**config.mk**
```make
export PLATFORM = sky130hd
export DESIGN_NAME = param_sync_fifo_flat
export DESIGN_NICKNAME = d
export VERILOG_FILES = /design/src/rtl/fifo_pkg.sv /design/src/rtl/param_sync_fifo_if.sv /design/src/rtl/fifo_mem.sv /design/src/rtl/param_sync_fifo.sv /design/src/flat_wrapper.sv
export SDC_FILE = /design/constraint.sdc
export NUM_CORES = 1
export LEC_CHECK = 0
export CAP_MARGIN = 20
export CORE_ASPECT_RATIO = 1.2
export CORE_MARGIN = 5
export CORE_UTILIZATION = 45
export CTS_CLUSTER_DIAMETER = 30
export CTS_CLUSTER_SIZE = 12
export DETAILED_ROUTE_END_ITERATION = 10
export PLACE_DENSITY = 0.7
export SYNTH_ARGS = -nofsm -noshare
export SYNTH_HDL_FRONTEND = slang
export SYNTH_SLANG_ARGS = --single-unit
```
**constraint.sdc**
```tcl
create_clock -name clk -period 2.4 [get_ports clk]
set_input_delay 0.48 -clock clk [delete_from_list [all_inputs] [get_ports clk]]
set_output_delay 0.48 -clock clk [all_outputs]
set_load 0.01 [all_outputs]
```
**src/rtl/fifo_pkg.sv**
```systemverilog
// Shared constants and helpers for the parameterised synchronous FIFO.
package fifo_pkg;

    localparam int DATA_W_DEF = 8;
    localparam int DEPTH_DEF  = 16;

    // The occupancy counter needs one extra bit so it can represent DEPTH itself.
    function automatic int cnt_width(input int depth);
        return $clog2(depth) + 1;
    endfunction

endpackage

```
**src/rtl/param_sync_fifo_if.sv**
```systemverilog
// Handshake, data and status bundle for param_sync_fifo.
// The overflow/underflow signals exist only when FIFO_ERR_EN is defined.
interface param_sync_fifo_if #(
    parameter int DATA_W = fifo_pkg::DATA_W_DEF,
    parameter int DEPTH  = fifo_pkg::DEPTH_DEF
);
    localparam int CNT_W = fifo_pkg::cnt_width(DEPTH);

    logic              wr_en;
    logic [DATA_W-1:0] din;
    logic              rd_en;
    logic [DATA_W-1:0] dout;
    logic              dout_valid;
    logic              full;
    logic              empty;
    logic              almost_full;
    logic              almost_empty;
    logic [CNT_W-1:0]  count;
`ifdef FIFO_ERR_EN
    logic              overflow;
    logic              underflow;

    modport master (
        output wr_en, din, rd_en,
        input  dout, dout_valid, full, empty, almost_full, almost_empty, count,
        input  overflow, underflow
    );

    modport slave (
        input  wr_en, din, rd_en,
        output dout, dout_valid, full, empty, almost_full, almost_empty, count,
        output overflow, underflow
    );
`else
    modport master (
        output wr_en, din, rd_en,
        input  dout, dout_valid, full, empty, almost_full, almost_empty, count
    );

    modport slave (
        input  wr_en, din, rd_en,
        output dout, dout_valid, full, empty, almost_full, almost_empty, count
    );
`endif

endinterface

```
**src/rtl/fifo_mem.sv**
```systemverilog
// DEPTH x DATA_W storage: one synchronous write port, one combinational read port.
// Contents are deliberately never reset.
module fifo_mem #(
    parameter int DATA_W = 8,
    parameter int DEPTH  = 16,
    parameter int AW     = $clog2(DEPTH)
) (
    input  logic              clk,
    input  logic              we,
    input  logic [AW-1:0]     waddr,
    input  logic [DATA_W-1:0] wdata,
    input  logic [AW-1:0]     raddr,
    output logic [DATA_W-1:0] rdata
);

    logic [DATA_W-1:0] mem [DEPTH];

    always_ff @(posedge clk) begin
        if (we) begin
            mem[waddr] <= wdata;
        end
    end

    // The top registers this into dout, giving one cycle of read latency.
    assign rdata = mem[raddr];

endmodule

```
**src/rtl/param_sync_fifo.sv**
```systemverilog
// Single-clock FIFO: pointer/count control, registered read data and status flags.
// Define FIFO_ERR_EN to add sticky overflow/underflow flags.
module param_sync_fifo
    import fifo_pkg::*;
#(
    parameter int DATA_W    = DATA_W_DEF,
    parameter int DEPTH     = DEPTH_DEF,
    parameter int AF_THRESH = DEPTH - 1,
    parameter int AE_THRESH = 1
) (
    input  logic               clk,
    input  logic               rst,
    param_sync_fifo_if.slave   bus
);

    localparam int AW    = $clog2(DEPTH);
    localparam int CNT_W = cnt_width(DEPTH);

    logic [AW-1:0]     wptr;
    logic [AW-1:0]     rptr;
    logic [CNT_W-1:0]  count;
    logic [DATA_W-1:0] rdata;
    logic [DATA_W-1:0] dout;
    logic              dout_valid;
    logic              full;
    logic              empty;
    logic              wr_acc;
    logic              rd_acc;

    assign full   = (count == CNT_W'(DEPTH));
    assign empty  = (count == '0);

    // Full + read lets the read through and drops the write; empty + write
    // stores the write with no fall-through to dout.
    assign wr_acc = bus.wr_en && !full;
    assign rd_acc = bus.rd_en && !empty;

    fifo_mem #(
        .DATA_W (DATA_W),
        .DEPTH  (DEPTH),
        .AW     (AW)
    ) u_mem (
        .clk   (clk),
        .we    (wr_acc),
        .waddr (wptr),
        .wdata (bus.din),
        .raddr (rptr),
        .rdata (rdata)
    );

    always_ff @(posedge clk) begin
        if (rst) begin
            wptr       <= '0;
            rptr       <= '0;
            count      <= '0;
            dout       <= '0;
            dout_valid <= 1'b0;
        end else begin
            if (wr_acc) begin
                wptr <= wptr + 1'b1;
            end
            if (rd_acc) begin
                rptr <= rptr + 1'b1;
                dout <= rdata;
            end
            dout_valid <= rd_acc;
            case ({wr_acc, rd_acc})
                2'b10:   count <= count + 1'b1;
                2'b01:   count <= count - 1'b1;
                default: count <= count;
            endcase
        end
    end

    assign bus.dout         = dout;
    assign bus.dout_valid   = dout_valid;
    assign bus.count        = count;
    assign bus.full         = full;
    assign bus.empty        = empty;
    assign bus.almost_full  = (count >= CNT_W'(AF_THRESH));
    assign bus.almost_empty = (count <= CNT_W'(AE_THRESH));

`ifdef FIFO_ERR_EN
    logic overflow;
    logic underflow;

    // Sticky until reset so software can spot a lost word after the fact.
    always_ff @(posedge clk) begin
        if (rst) begin
            overflow  <= 1'b0;
            underflow <= 1'b0;
        end else begin
            if (bus.wr_en && full) begin
                overflow <= 1'b1;
            end
            if (bus.rd_en && empty) begin
                underflow <= 1'b1;
            end
        end
    end

    assign bus.overflow  = overflow;
    assign bus.underflow = underflow;
`endif

endmodule

```
**src/flat_wrapper.sv**
```systemverilog
// flat-port wrapper written by rule: the top's interface ports become plain ports
module param_sync_fifo_flat import fifo_pkg::*;
#(
    parameter int DATA_W    = DATA_W_DEF,
    parameter int DEPTH     = DEPTH_DEF,
    parameter int AF_THRESH = DEPTH - 1,
    parameter int AE_THRESH = 1
)
  (clk, rst, bus_wr_en, bus_din, bus_rd_en, bus_dout, bus_dout_valid, bus_full, bus_empty, bus_almost_full, bus_almost_empty, bus_count);
  param_sync_fifo_if #(.DATA_W(DATA_W), .DEPTH(DEPTH)) bus_i ();
  input  logic clk;
  input  logic rst;
  input wire logic [$bits(bus_i.wr_en)-1:0] bus_wr_en;
  input wire logic [$bits(bus_i.din)-1:0] bus_din;
  input wire logic [$bits(bus_i.rd_en)-1:0] bus_rd_en;
  output wire logic [$bits(bus_i.dout)-1:0] bus_dout;
  output wire logic [$bits(bus_i.dout_valid)-1:0] bus_dout_valid;
  output wire logic [$bits(bus_i.full)-1:0] bus_full;
  output wire logic [$bits(bus_i.empty)-1:0] bus_empty;
  output wire logic [$bits(bus_i.almost_full)-1:0] bus_almost_full;
  output wire logic [$bits(bus_i.almost_empty)-1:0] bus_almost_empty;
  output wire logic [$bits(bus_i.count)-1:0] bus_count;
  assign bus_i.wr_en = bus_wr_en;
  assign bus_i.din = bus_din;
  assign bus_i.rd_en = bus_rd_en;
  assign bus_dout = bus_i.dout;
  assign bus_dout_valid = bus_i.dout_valid;
  assign bus_full = bus_i.full;
  assign bus_empty = bus_i.empty;
  assign bus_almost_full = bus_i.almost_full;
  assign bus_almost_empty = bus_i.almost_empty;
  assign bus_count = bus_i.count;
  param_sync_fifo #(.DATA_W(DATA_W), .DEPTH(DEPTH), .AF_THRESH(AF_THRESH), .AE_THRESH(AE_THRESH)) u_core (.clk(clk), .rst(rst), .bus(bus_i));
endmodule
```
# Word level (Yosys, flattened, before mapping)

Memories as Yosys holds them, arrays and structs flattened. A register that Yosys moved wholly into a read port is not among the register bits.
Index checks and enable logic that the tools add are counted.

Divide/modulo/power cells: 0
Shifts and indexed selects: 0
Reduce and logical (&&, ||, !) cells: 6
Muxes and demuxes: 3
Multiply operators: 0
Eq/ne operators: 3
Add/subtract/negate cells: 4
Order comparisons: 2
Bitwise operators: 0

Operators with widths:

| operator            | count |
|---|---|
| $pmux 5 s2          | 1 |
| $add 4x1->4 const B | 2 |
| $add 5x1->5 const B | 1 |
| $eq 5x5->1 const B  | 1 |
| $ge 5x4->1 const B  | 1 |
| $le 5x1->1 const B  | 1 |
| $logic_not 5->1     | 1 |
| $sub 5x1->5 const B | 1 |
| $eq 2x1->1 const B  | 1 |
| $eq 2x2->1 const B  | 1 |
| $logic_and 1x1->1   | 2 |
| $logic_not 1->1     | 2 |
| $mux 1              | 2 |
| $reduce_bool 2->1   | 1 |

Bits of input ports: 12
Register bits after elaboration: 14
Memories: 1
Latch bits: 0
ROM bits: 0
Word-level logic and storage cells: 23
Bits in writable memories: 128

Memory list:

| name             | words | bits a word | read ports | clocked after Yosys merged registers in | write ports | RTL line       | RTL |
|---|---|---|---|---|---|---|---|
| u_core.u_mem.mem | 16    | 8           | 1          | 1                                       | 1           | fifo_mem.sv:16 | `logic [DATA_W-1:0] mem [DEPTH];` |

# Depth between registers and ports, before layout

Word-level depth: 5
Gate-level depth with buffers: 12
Depth with buffers taken out: 10

# Hierarchy

A second synthesis with hierarchy kept.

Cells, all modules: 349
Area total of the unflattened synthesis: 6175.9 µm²

By module, submodules not included:

| module          | area an instance (µm²) | instances | cells an instance |
|---|---|---|---|
| fifo_mem        | 4987.3                 | 1         | 221 |
| param_sync_fifo | 1188.6                 | 1         | 128 |

# Least setup slack after synthesis

OpenSTA, ideal clock, no wires.

Kind: reg2reg
Start: reg u_core.count[1], in the netlist u_core.bus.count[1]
End: reg u_core.count[3], in the netlist u_core.bus.count[3]
Buffers on the path: 2
Setup slack: 0.071 ns
Clock period less this slack: 2.329 ns
Arrival time: 2.200 ns
Stages on the path, launching flop included: 13
Cell sequence: dfxtp_1 inv_1 ha_1 nand4bb_1 and2_1 buf_2 inv_2 ha_1 buf_2 or4b_1 a21oi_1 xnor2_1 nor2_1

Longest elaborated chain between the ends: 5
Elaborated cells between the ends (all ways): 12
Those cells by class: add/sub: 2; eq/ne: 3; mux: 1; reduce/logical: 6

RTL lines:

| element                                         | RTL line                                     | RTL |
|---|---|---|
| start: declaration                              | param_sync_fifo.sv:21                        | `logic [CNT_W-1:0] count;` |
| start signal: assignment                        | param_sync_fifo.sv:68                        | `2'b10: count <= count + 1'b1;` |
| start signal: assignment                        | param_sync_fifo.sv:69                        | `2'b01: count <= count - 1'b1;` |
| start signal: assignment                        | param_sync_fifo.sv:70                        | `default: count <= count;` |
| $eq 5x5->1 or $logic_not 5->1 (tied branches)   | param_sync_fifo.sv:30, param_sync_fifo.sv:31 |  |
| $logic_not 1->1, on equally long branches       | param_sync_fifo.sv:35, param_sync_fifo.sv:36 |  |
| $logic_and 1x1->1, on equally long branches     | param_sync_fifo.sv:35, param_sync_fifo.sv:36 |  |
| $eq 2x1->1 or $eq 2x2->1 (tied branches)        | param_sync_fifo.sv:67                        | `case ({wr_acc, rd_acc})` |
| $pmux 5 s2 or $reduce_bool 2->1 (tied branches) | -                                            |  |

Parallel ways exist; a longest one is shown, timed or not.
A chain may end at the register's enable or synchronous reset.

# Worst setup path after layout

Start: reg u_core.count[0], in the netlist u_core.bus.count[0]
End: out bus_almost_empty

Longest elaborated chain between the ends: 1

RTL lines:

| element          | RTL line              | RTL |
|---|---|---|
| $le 5x1->1       | param_sync_fifo.sv:81 | `assign bus.almost_empty = (count <= CNT_W'(AE_THRESH));` |
| end: declaration | flat_wrapper.sv:21    | `output wire logic [$bits(bus_i.almost_empty)-1:0] bus_almost_empty;` |

No other way between the ends.

==> flow_summary.json <==
{
  "critPathKind": "reg -> out",
  "globalplace.congestion": 0.7846,
  "worstRegToRegCells": 11,
  "endpoint": "bus_almost_empty",
  "hold_class": "reg -> reg",
  "track_usage_pct": 15.65,
  "worst-endpoint-required_ps": 1920,
  "cts_tree": "done",
  "setup_violations": 0,
  "rows": 46,
  "final_common_cell": "edfxtp_1",
  "ios": 30,
  "drv_slew": 0,
  "synth_cell_types": 43,
  "path_clk_slew_ps": 60,
  "synth_top_area_share_pct": 62.68,
  "routedWlPerCell_um": 20.14,
  "drc": 0,
  "ys_ff_latch": 150,
  "mostFrequentLayoutCells": "edfxtp_1 (128), mux4_2 (32), clkdlybuf4s50_1 (27)",
  "cts_made_buffers": 17,
  "synthesis.area_um2": 6132,
  "drt-initial-drc-count": 206,
  "crit_path_end_kind": "output pin",
  "clkLatencyLatePin_ps": 420,
  "synth_area_leaders": "edfxtp_1 (63%), mux4_2 (12%), dfxtp_1 (7.2%)",
  "rrSetupSlack_ps": 180,
  "cap_violations": 0,
  "drive_above_1_share_pct": 26.25,
  "grt_pass1_vias": 3291,
  "stdcell_count": 568,
  "rsz0062_at_grt": "no",
  "area_delta_synth_final_pct": 19.26,
  "status": "finished, final reports clean",
  "netlist_instances": 333,
  "use_met1_pct": 18.88,
  "die_w_um": 116.6,
  "start_util_pct": 46.12,
  "fin_nets": 410,
  "period_share_pct": 96.78,
  "finalClockSkew_ps": 12.85,
  "synth_top_cell_by_area": "edfxtp_1",
  "coreArea_um2": 13300,
  "yosys_most_used_dff": "edfxtp_1",
  "placed_cells": 536,
  "fmax_mhz": 430.5,
  "hpwl_um": 7118,
  "wl_um": 11440,
  "grt_most_used_layer": "met2",
  "dr_total_vias": 3121,
  "syn_nets": 356,
  "grt_pass1_wl_um": 18040,
  "numPortBuffers": 29,
  "yosysSeqAreaShare_pct": 69.86,
  "h-tree-depth": 4,
  "clockRootBuffer": "clkbuf_16",
  "use_met3_pct": 4.147,
  "r2r_start": "u_core.bus.count[1]",
  "startpoint_type": "register",
  "avgSynthCellArea_um2": 18.41,
  "layout_min_cycle_time_ps": 2323,
  "clock-sinks": 150,
  "peakVddDrop_mv": 0.5702,
  "die_h_um": 137.9,
  "grt_use_met2_pct": 26.49,
  "die-area_um2": 16070,
  "avgViaCountPerCell": 5.495,
  "final_hold_viol_count": 0,
  "critPathArrivalTime_ps": 1840,
  "clk_path_buf_depth": 2,
  "ys_warn_count": 0,
  "postSynth.asyncResetShare_pct": 0,
  "slew_headroom_pct": 62.75,
  "p_leak_nw": 2.432,
  "diodes": 0,
  "fin_setup_tns_ps": 0,
  "grt_max_degree": 36,
  "critPathLaunch": "u_core.bus.count[0]",
  "worstPathMaxFanout": 7,
  "p_per_area_nw_per_um2": 978.0,
  "synth_edf_count": 128,
  "first_pass_iters": 5,
  "antenna_found_initial": 0,
  "ant_nets": 0,
  "worstMarginPinSlew_ps": 557.0,
  "worstReg2RegEnd": "u_core.bus.count[3]",
  "grt-ovfl-total": 0
}
[report_power, final]
group / switching (mW) / leakage [nW] / total, mW / internal (mW)
clock network: 0.966 / 0.302 / 2.72 / 1.75
logic: 0.710 / 0.793 / 1.39 / 0.677
registers: 0.0813 / 1.34 / 3.04 / 2.96
total: 1.76 / 2.43 / 7.15 / 5.40
[layout make-up]
class | count | area, um^2
fill | 1029 | 5982
sequential | 150 | 4285
multi-input combinational | 154 | 1672
timing repair buffer | 55 | 504.2
clock buffer | 21 | 450.4
tap | 168 | 210.2
clock inverter | 11 | 157.7
inverter | 9 | 33.78
[cells in the mapped netlist (5+ instances only)]
cell type and number:
mux2i_1 17, buf_2 8, xor2_1 5, mux4_2 32, inv_1 7, buf_6 5, edfxtp_1 128, dfxtp_1 22
nand3b_1 8, nor2_1 22, o221ai_2 8, a21oi_1 6, ha_1 11, nand2_1 9
[worst max-delay path: stages (launching register included)]
cell and delay (ps):
dfxtp_1 320, buf_4 150, ha_1 160, a21oi_1 40, nor4_1 160, clkdlybuf4s50_1 580
[timing repair]
item,CTS,global route
hold buffers,0,0
buffers inserted,0,0
endpoints found under the setup margin,2,1
pin swaps,0,0
resized for setup,4,1
[registers in the layout, indices dropped and copies added (netlist names)]
signal,flops
u_core.u_mem.mem,128
u_core.bus.dout,8
u_core.bus.count,5
u_core.rptr,4
u_core.wptr,4
u_core.bus.dout_valid,1
[worst min-delay path by stage]
stage                        from                 end  slack, ps  depth (start not counted)
6_report       u_core.bus.dout[5]  u_core.bus.dout[5]        530                          2
3_3_place_gp       u_core.wptr[1]      u_core.wptr[1]        510                          2
4_1_cts        u_core.bus.dout[5]  u_core.bus.dout[5]        530                          2
3_5_place_dp   u_core.bus.dout[5]  u_core.bus.dout[5]        510                          2
2_1_floorplan      u_core.wptr[1]      u_core.wptr[1]        480                          2
5_1_grt        u_core.bus.dout[5]  u_core.bus.dout[5]        550                          2
[metal layers]
layer / part of all wire, % / wire, um
met5: 0 / 0
met3: 5.4 / 623
met2: 52 / 6007
met4: 2.2 / 250
met1: 40 / 4560
[metrics by stage]
stage	power, mW	worst slack [ps]	cell area [um^2]	util (%)	hold WS (ps)
global route	7.441	4.948	7313	55.01	551.4
detailed placement	4.510	114.4	6711	50.48	512.0
floorplan	4.017	71.24	6132	-	477.2
CTS	7.213	38.06	7318	55.04	525.9
finish	7.152	77.26	7313	55.01	528.1
global placement	4.473	159.8	6711	50.48	509.2
[kinds of logic (layout without fill, tap and decap cells)]
logic type	count (synthesis)	in the layout	share of synthesized area [%]
flip-flops	150	150	69.86
AND/OR/NAND/NOR	66	66	6.224
multiplexers	49	49	14.53
buffers and inverters	29	96	2.877
AO/OA/AOI/OAI	20	20	3.122
adder cells (fa/ha/maj)	11	11	2.244
XOR/XNOR	8	8	1.143
(Power assumes the default switching activity.)
